### src/rtl/multicycle_controller.sv
// Multicycle RV32I sequencer: steps each instruction through FETCH, DECODE,
// EXECUTE, MEMORY and WRITEBACK. It drives the datapath write enables and the
// instruction/data memory req/ack handshakes. It also runs an ack-timeout
// watchdog that traps the core, and counts retired instructions.
module multicycle_controller #(
  parameter int unsigned TIMEOUT     = 255,
  parameter int unsigned COUNT_WIDTH = 32
) (
  input  logic                   clk,
  input  logic                   rst,
  input  logic                   haltReq,
  input  logic                   isLegal,
  input  logic                   isLoad,
  input  logic                   isStore,
  input  logic                   isBranch,
  input  logic                   isJump,
  input  logic                   regWrEnable,
  output logic                   imemReq,
  input  logic                   imemAck,
  output logic                   dmemReq,
  output logic                   dmemWe,
  input  logic                   dmemAck,
  output logic                   irWrEnable,
  output logic                   pcWrEnable,
  output logic                   rfWrEnable,
  output logic [2:0]             state,
  output logic                   trap,
  output logic [1:0]             trapCause,
  output logic [COUNT_WIDTH-1:0] retiredCount
);

  typedef enum logic [2:0] {
    S_IDLE      = 3'd0,
    S_FETCH     = 3'd1,
    S_DECODE    = 3'd2,
    S_EXECUTE   = 3'd3,
    S_MEMORY    = 3'd4,
    S_WRITEBACK = 3'd5,
    S_UNUSED    = 3'd6,
    S_TRAP      = 3'd7
  } state_t;

  // Wide enough to count up to TIMEOUT without wrapping before the trap fires.
  localparam int unsigned CNT_W = $clog2(TIMEOUT + 1) + 1;

  state_t           cur_state;
  state_t           next_state;
  logic [1:0]       next_cause;
  logic [CNT_W-1:0] wait_cnt;
  logic [63:0]      wait_ext;
  logic             timeout_hit;
  state_t           retire_state;

  // Branch and jump flags do not change the sequencing: a branch is simply
  // the "no memory, no rd write" case, and a jump writes rd like an ALU op.
  logic unused_flags;
  assign unused_flags = ^{isBranch, isJump};

  // This cycle would be the TIMEOUT-th wait without an ack.
  assign wait_ext    = 64'(wait_cnt);
  assign timeout_hit = (TIMEOUT != 0) && ((wait_ext + 64'd1) >= 64'(TIMEOUT));

  // An instruction boundary goes idle while halt is requested.
  assign retire_state = haltReq ? S_IDLE : S_FETCH;

  assign state = cur_state;
  assign trap  = (cur_state == S_TRAP);

  // State register; reset drops straight to IDLE, aborting any instruction.
  always_ff @(posedge clk or posedge rst) begin
    if (rst) cur_state <= S_IDLE;
    else     cur_state <= next_state;
  end

  // Next-state logic plus Moore/Mealy enables and memory requests.
  always_comb begin
    next_state = cur_state;
    next_cause = trapCause;
    imemReq    = 1'b0;
    irWrEnable = 1'b0;
    dmemReq    = 1'b0;
    dmemWe     = 1'b0;
    pcWrEnable = 1'b0;
    rfWrEnable = 1'b0;
    case (cur_state)
      S_IDLE: begin
        if (!haltReq) next_state = S_FETCH;
      end
      S_FETCH: begin
        imemReq = 1'b1;
        if (imemAck) begin
          irWrEnable = 1'b1;
          next_state = S_DECODE;
        end else if (timeout_hit) begin
          next_state = S_TRAP;
          next_cause = 2'd1;
        end
      end
      S_DECODE: begin
        if (!isLegal) begin
          next_state = S_TRAP;
          next_cause = 2'd3;
        end else begin
          next_state = S_EXECUTE;
        end
      end
      S_EXECUTE: begin
        if (isLoad || isStore) begin
          next_state = S_MEMORY;
        end else if (regWrEnable) begin
          next_state = S_WRITEBACK;
        end else begin
          pcWrEnable = 1'b1;
          next_state = retire_state;
        end
      end
      S_MEMORY: begin
        dmemReq = 1'b1;
        dmemWe  = isStore && !isLoad;
        if (dmemAck) begin
          if (isLoad) begin
            next_state = S_WRITEBACK;
          end else begin
            pcWrEnable = 1'b1;
            next_state = retire_state;
          end
        end else if (timeout_hit) begin
          next_state = S_TRAP;
          next_cause = 2'd2;
        end
      end
      S_WRITEBACK: begin
        rfWrEnable = 1'b1;
        pcWrEnable = 1'b1;
        next_state = retire_state;
      end
      S_TRAP: begin
        next_state = S_TRAP;
      end
      default: begin
        next_state = S_IDLE;
      end
    endcase
  end

  // Trap cause is written only on the transition into TRAP and then held.
  always_ff @(posedge clk or posedge rst) begin
    if (rst) trapCause <= 2'd0;
    else     trapCause <= next_cause;
  end

  // Retired-instruction counter; every PC write marks a retirement.
  always_ff @(posedge clk or posedge rst) begin
    if (rst)             retiredCount <= '0;
    else if (pcWrEnable) retiredCount <= retiredCount + {{(COUNT_WIDTH-1){1'b0}}, 1'b1};
  end

  // Watchdog wait counter: cleared on any state change, counts ack-less
  // cycles while a memory request is outstanding.
  always_ff @(posedge clk or posedge rst) begin
    if (rst)                                               wait_cnt <= '0;
    else if (next_state != cur_state)                      wait_cnt <= '0;
    else if (cur_state == S_FETCH || cur_state == S_MEMORY) wait_cnt <= wait_cnt + {{(CNT_W-1){1'b0}}, 1'b1};
  end

endmodule

### config.mk
export PLATFORM = sky130hd
export DESIGN_NAME = multicycle_controller
export DESIGN_NICKNAME = d
export VERILOG_FILES = /design/src/rtl/multicycle_controller.sv
export SDC_FILE = /design/constraint.sdc
export NUM_CORES = 1
export LEC_CHECK = 0
export CORE_ASPECT_RATIO = 1.25
export CORE_MARGIN = 2
export CORE_UTILIZATION = 30
export DETAILED_ROUTE_END_ITERATION = 16
export GPL_TIMING_DRIVEN = 0
export PLACE_DENSITY = 0.52
export SYNTH_ARGS = -nofsm -noshare
export SYNTH_HDL_FRONTEND = slang
export SYNTH_SLANG_ARGS = --single-unit
### constraint.sdc
create_clock -name clk -period 2.7 [get_ports clk]
set_input_delay 0.27 -clock clk [delete_from_list [all_inputs] [get_ports clk]]
set_output_delay 0.27 -clock clk [all_outputs]
set_load 0.01 [all_outputs]
==> reports/qor.csv <==
metric,value,unit
final_nets,338,
io-pin-count,55,
ys_seq_elements,46,
clk_path_buf_depth,2,
dr_wl_met2,2610,um
gp_congestion,0.867,
root_buffer,clkbuf_8,
postCtsHoldBufs,0,
worst_ir_drop_vdd,394,uV
yosysWarnings,0,
cts_setup_buffers,0,
die-width,85.8,um
cts_tree,yes,
syn_nets,278,
initial_utilization,0.306,
io_buffers,52,
synth.largest_area_cell,dfrtp_1,
wl_met3,271,um
max_freq,391,MHz
antenna_cells,0,
rows,37,
maxSlewHeadroom,0.434,
dieHeight,106,um
syn-cell-area,2510,um^2
clock_latency,300,ps
total_power,2.19,mW
path_clk_slew,90,ps
hold_viol,0,
layout_setup_ws,140,ps
highest_layer,met4,
synth_edf_count,0,
synth_most_common_cell,dfrtp_1,
core_region_area,8190,um^2
rsz0062_at_grt,no,
hp-class,in2async,
synth_flop_cell,dfrtp_1,
period_needed,2560,ps
syn_area_per_cell,9.50,um^2
yosysTopAreaCellShare,0.459,
crit_path_max_fanout,9,
grt_usage,0.131,
grt-ovfl-total,0,
critPathCaptureType,flop,
worstMarginPinSlew,840,ps
wl_met1,2550,um
outcome,finished with violations,
post-dp-hpwl,4020,um
ant_nets,0,
clock_sinks,46,
areaGrowthSynthToFinish,31.4,%
htreeDepth,2,
vias,2091,
final_max_slew_viol_count,0,
cts_resized,3,
antenna_found_initial,0,
p_leak,1.39,nW
fin_worst_skew,5.33,ps
numCtsBuffers,5,
violations,design-rule violations,
grt_max_degree,33,
startpoint_type,flop,
synth.area.top_cells,"dfrtp_1 46%, xnor2_1 11%, nor2_1 4.8%",
drv_cap,0,
first_pass_iters,10,
grt_pass1_vias,2073,
finalSetupViolations,0,
layout-drive-gt1-share,0.0772,
drt_iter0_drc,84,
pre_cts_ws,-262,ps
fin_cells,421,
placed_cells,414,
grt_pass1_wl,9650,um
syn_inst,264,
tns,0,ps
ys_top_cells_by_count,"46 x dfrtp_1, 32 x nor2_1, 31 x xnor2_1",
yosysSeqAreaShare,0.459,
async_flop_share,1.00,
criticalPathCategory,reg2reg,
routed_wl,5540,um
dieArea,9110,um^2
power.density,664,nW/um^2
fin_crit_sh,0.948,
cp.required,2930,ps
fillers,818,
final_util,0.402,
ys_types,47,
vias_per_cell,4.97,
drcViolationCount,6,
worst_ep_arrival_time,2790,ps
wl_per_cell,13.2,um
## sequential cells by signal, summed over array words and instances, names as in the netlist
signal,count
wait_cnt,9
retiredCount,32
state,3
trapCause,2
## routing by layer
metal  global-route usage  up-vias
met5                    0        -
met1                0.165     1006
met4               0.0544        0
li1                     -     1016
met2                0.213       59
met3               0.0318       10
## worst max-delay path: stages, from the launching register on
cell	delay, ps
dfrtp_2	460
or4_4	550
or3_4	380
a211oi_4	470
and2_4	270
and4_4	240
xor2_2	120
## logic make-up after synthesis
family / count (synthesis) / share of synthesized area
simple gates: 118 / 0.244
flops: 46 / 0.459
xor+xnor: 42 / 0.150
compound gates: 32 / 0.0918
buf+inv: 21 / 0.0324
fa+ha+maj: 3 / 0.0150
mux: 2 / 0.00848
## stage by stage
stage / instance area [um^2] / hold WS [ps]
6_report: 3300 / 245
3_3_place_gp: 3150 / 461
2_1_floorplan: 2510 / 427
3_5_place_dp: 3170 / 466
4_1_cts: 3290 / 255
5_1_grt: 3300 / 277
## cell type report
class	count	area, um^2	share of cell area
multi-input cells	197	1290	0.390
flip-flops and latches	46	1150	0.350
repair buffers	53	542	0.164
well taps	97	121	0.0368
clock buffers	6	82.6	0.0251
inverters	13	48.8	0.0148
plain buffers	8	32.5	0.00987
clock inverters	1	30.0	0.00911
## cell usage in the layout, fill, tap and decap left out, types with 2 or more instances in the layout
master,synthesis,routed
clkdlybuf4s50_1,0,50
dfrtp_1,46,45
nor2_1,32,32
xnor2_1,31,31
nand2_1,22,21
nand3_1,18,18
inv_1,13,12
nand2b_1,11,11
xor2_1,10,10
and3_1,9,9
a21oi_1,8,8
clkbuf_1,6,6
nand4_1,6,6
clkbuf_8,0,6
nor3_1,5,5
o21ai_0,4,4
ha_1,3,3
a211o_1,2,2
and4_1,2,2
and2_1,2,2
o31a_1,2,2
a22oi_1,2,2
o31ai_1,2,2
o22ai_1,2,2
a211oi_1,2,2
## power breakdown
group,switching (mW),internal (mW),total (mW)
combinational,0.467,0.366,0.834
sequential,0.0675,0.757,0.824
clock,0.234,0.296,0.530
## path summary, 6_finish.rpt
check / start / end / slack [ps] / cells after the start
max: state[2] / retiredCount[23] / 140 / 6
min: rst / retiredCount[25] / 250 / 2
max reg2reg: state[2] / retiredCount[23] / 140 / 6
min reg2reg: retiredCount[31] / retiredCount[31] / 470 / 1
max in group asynchronous: rst / state[2] / 1970 / 3
min in group clk: retiredCount[31] / retiredCount[31] / 470 / 1
Note: power is estimated with default switching activity, not from simulation.
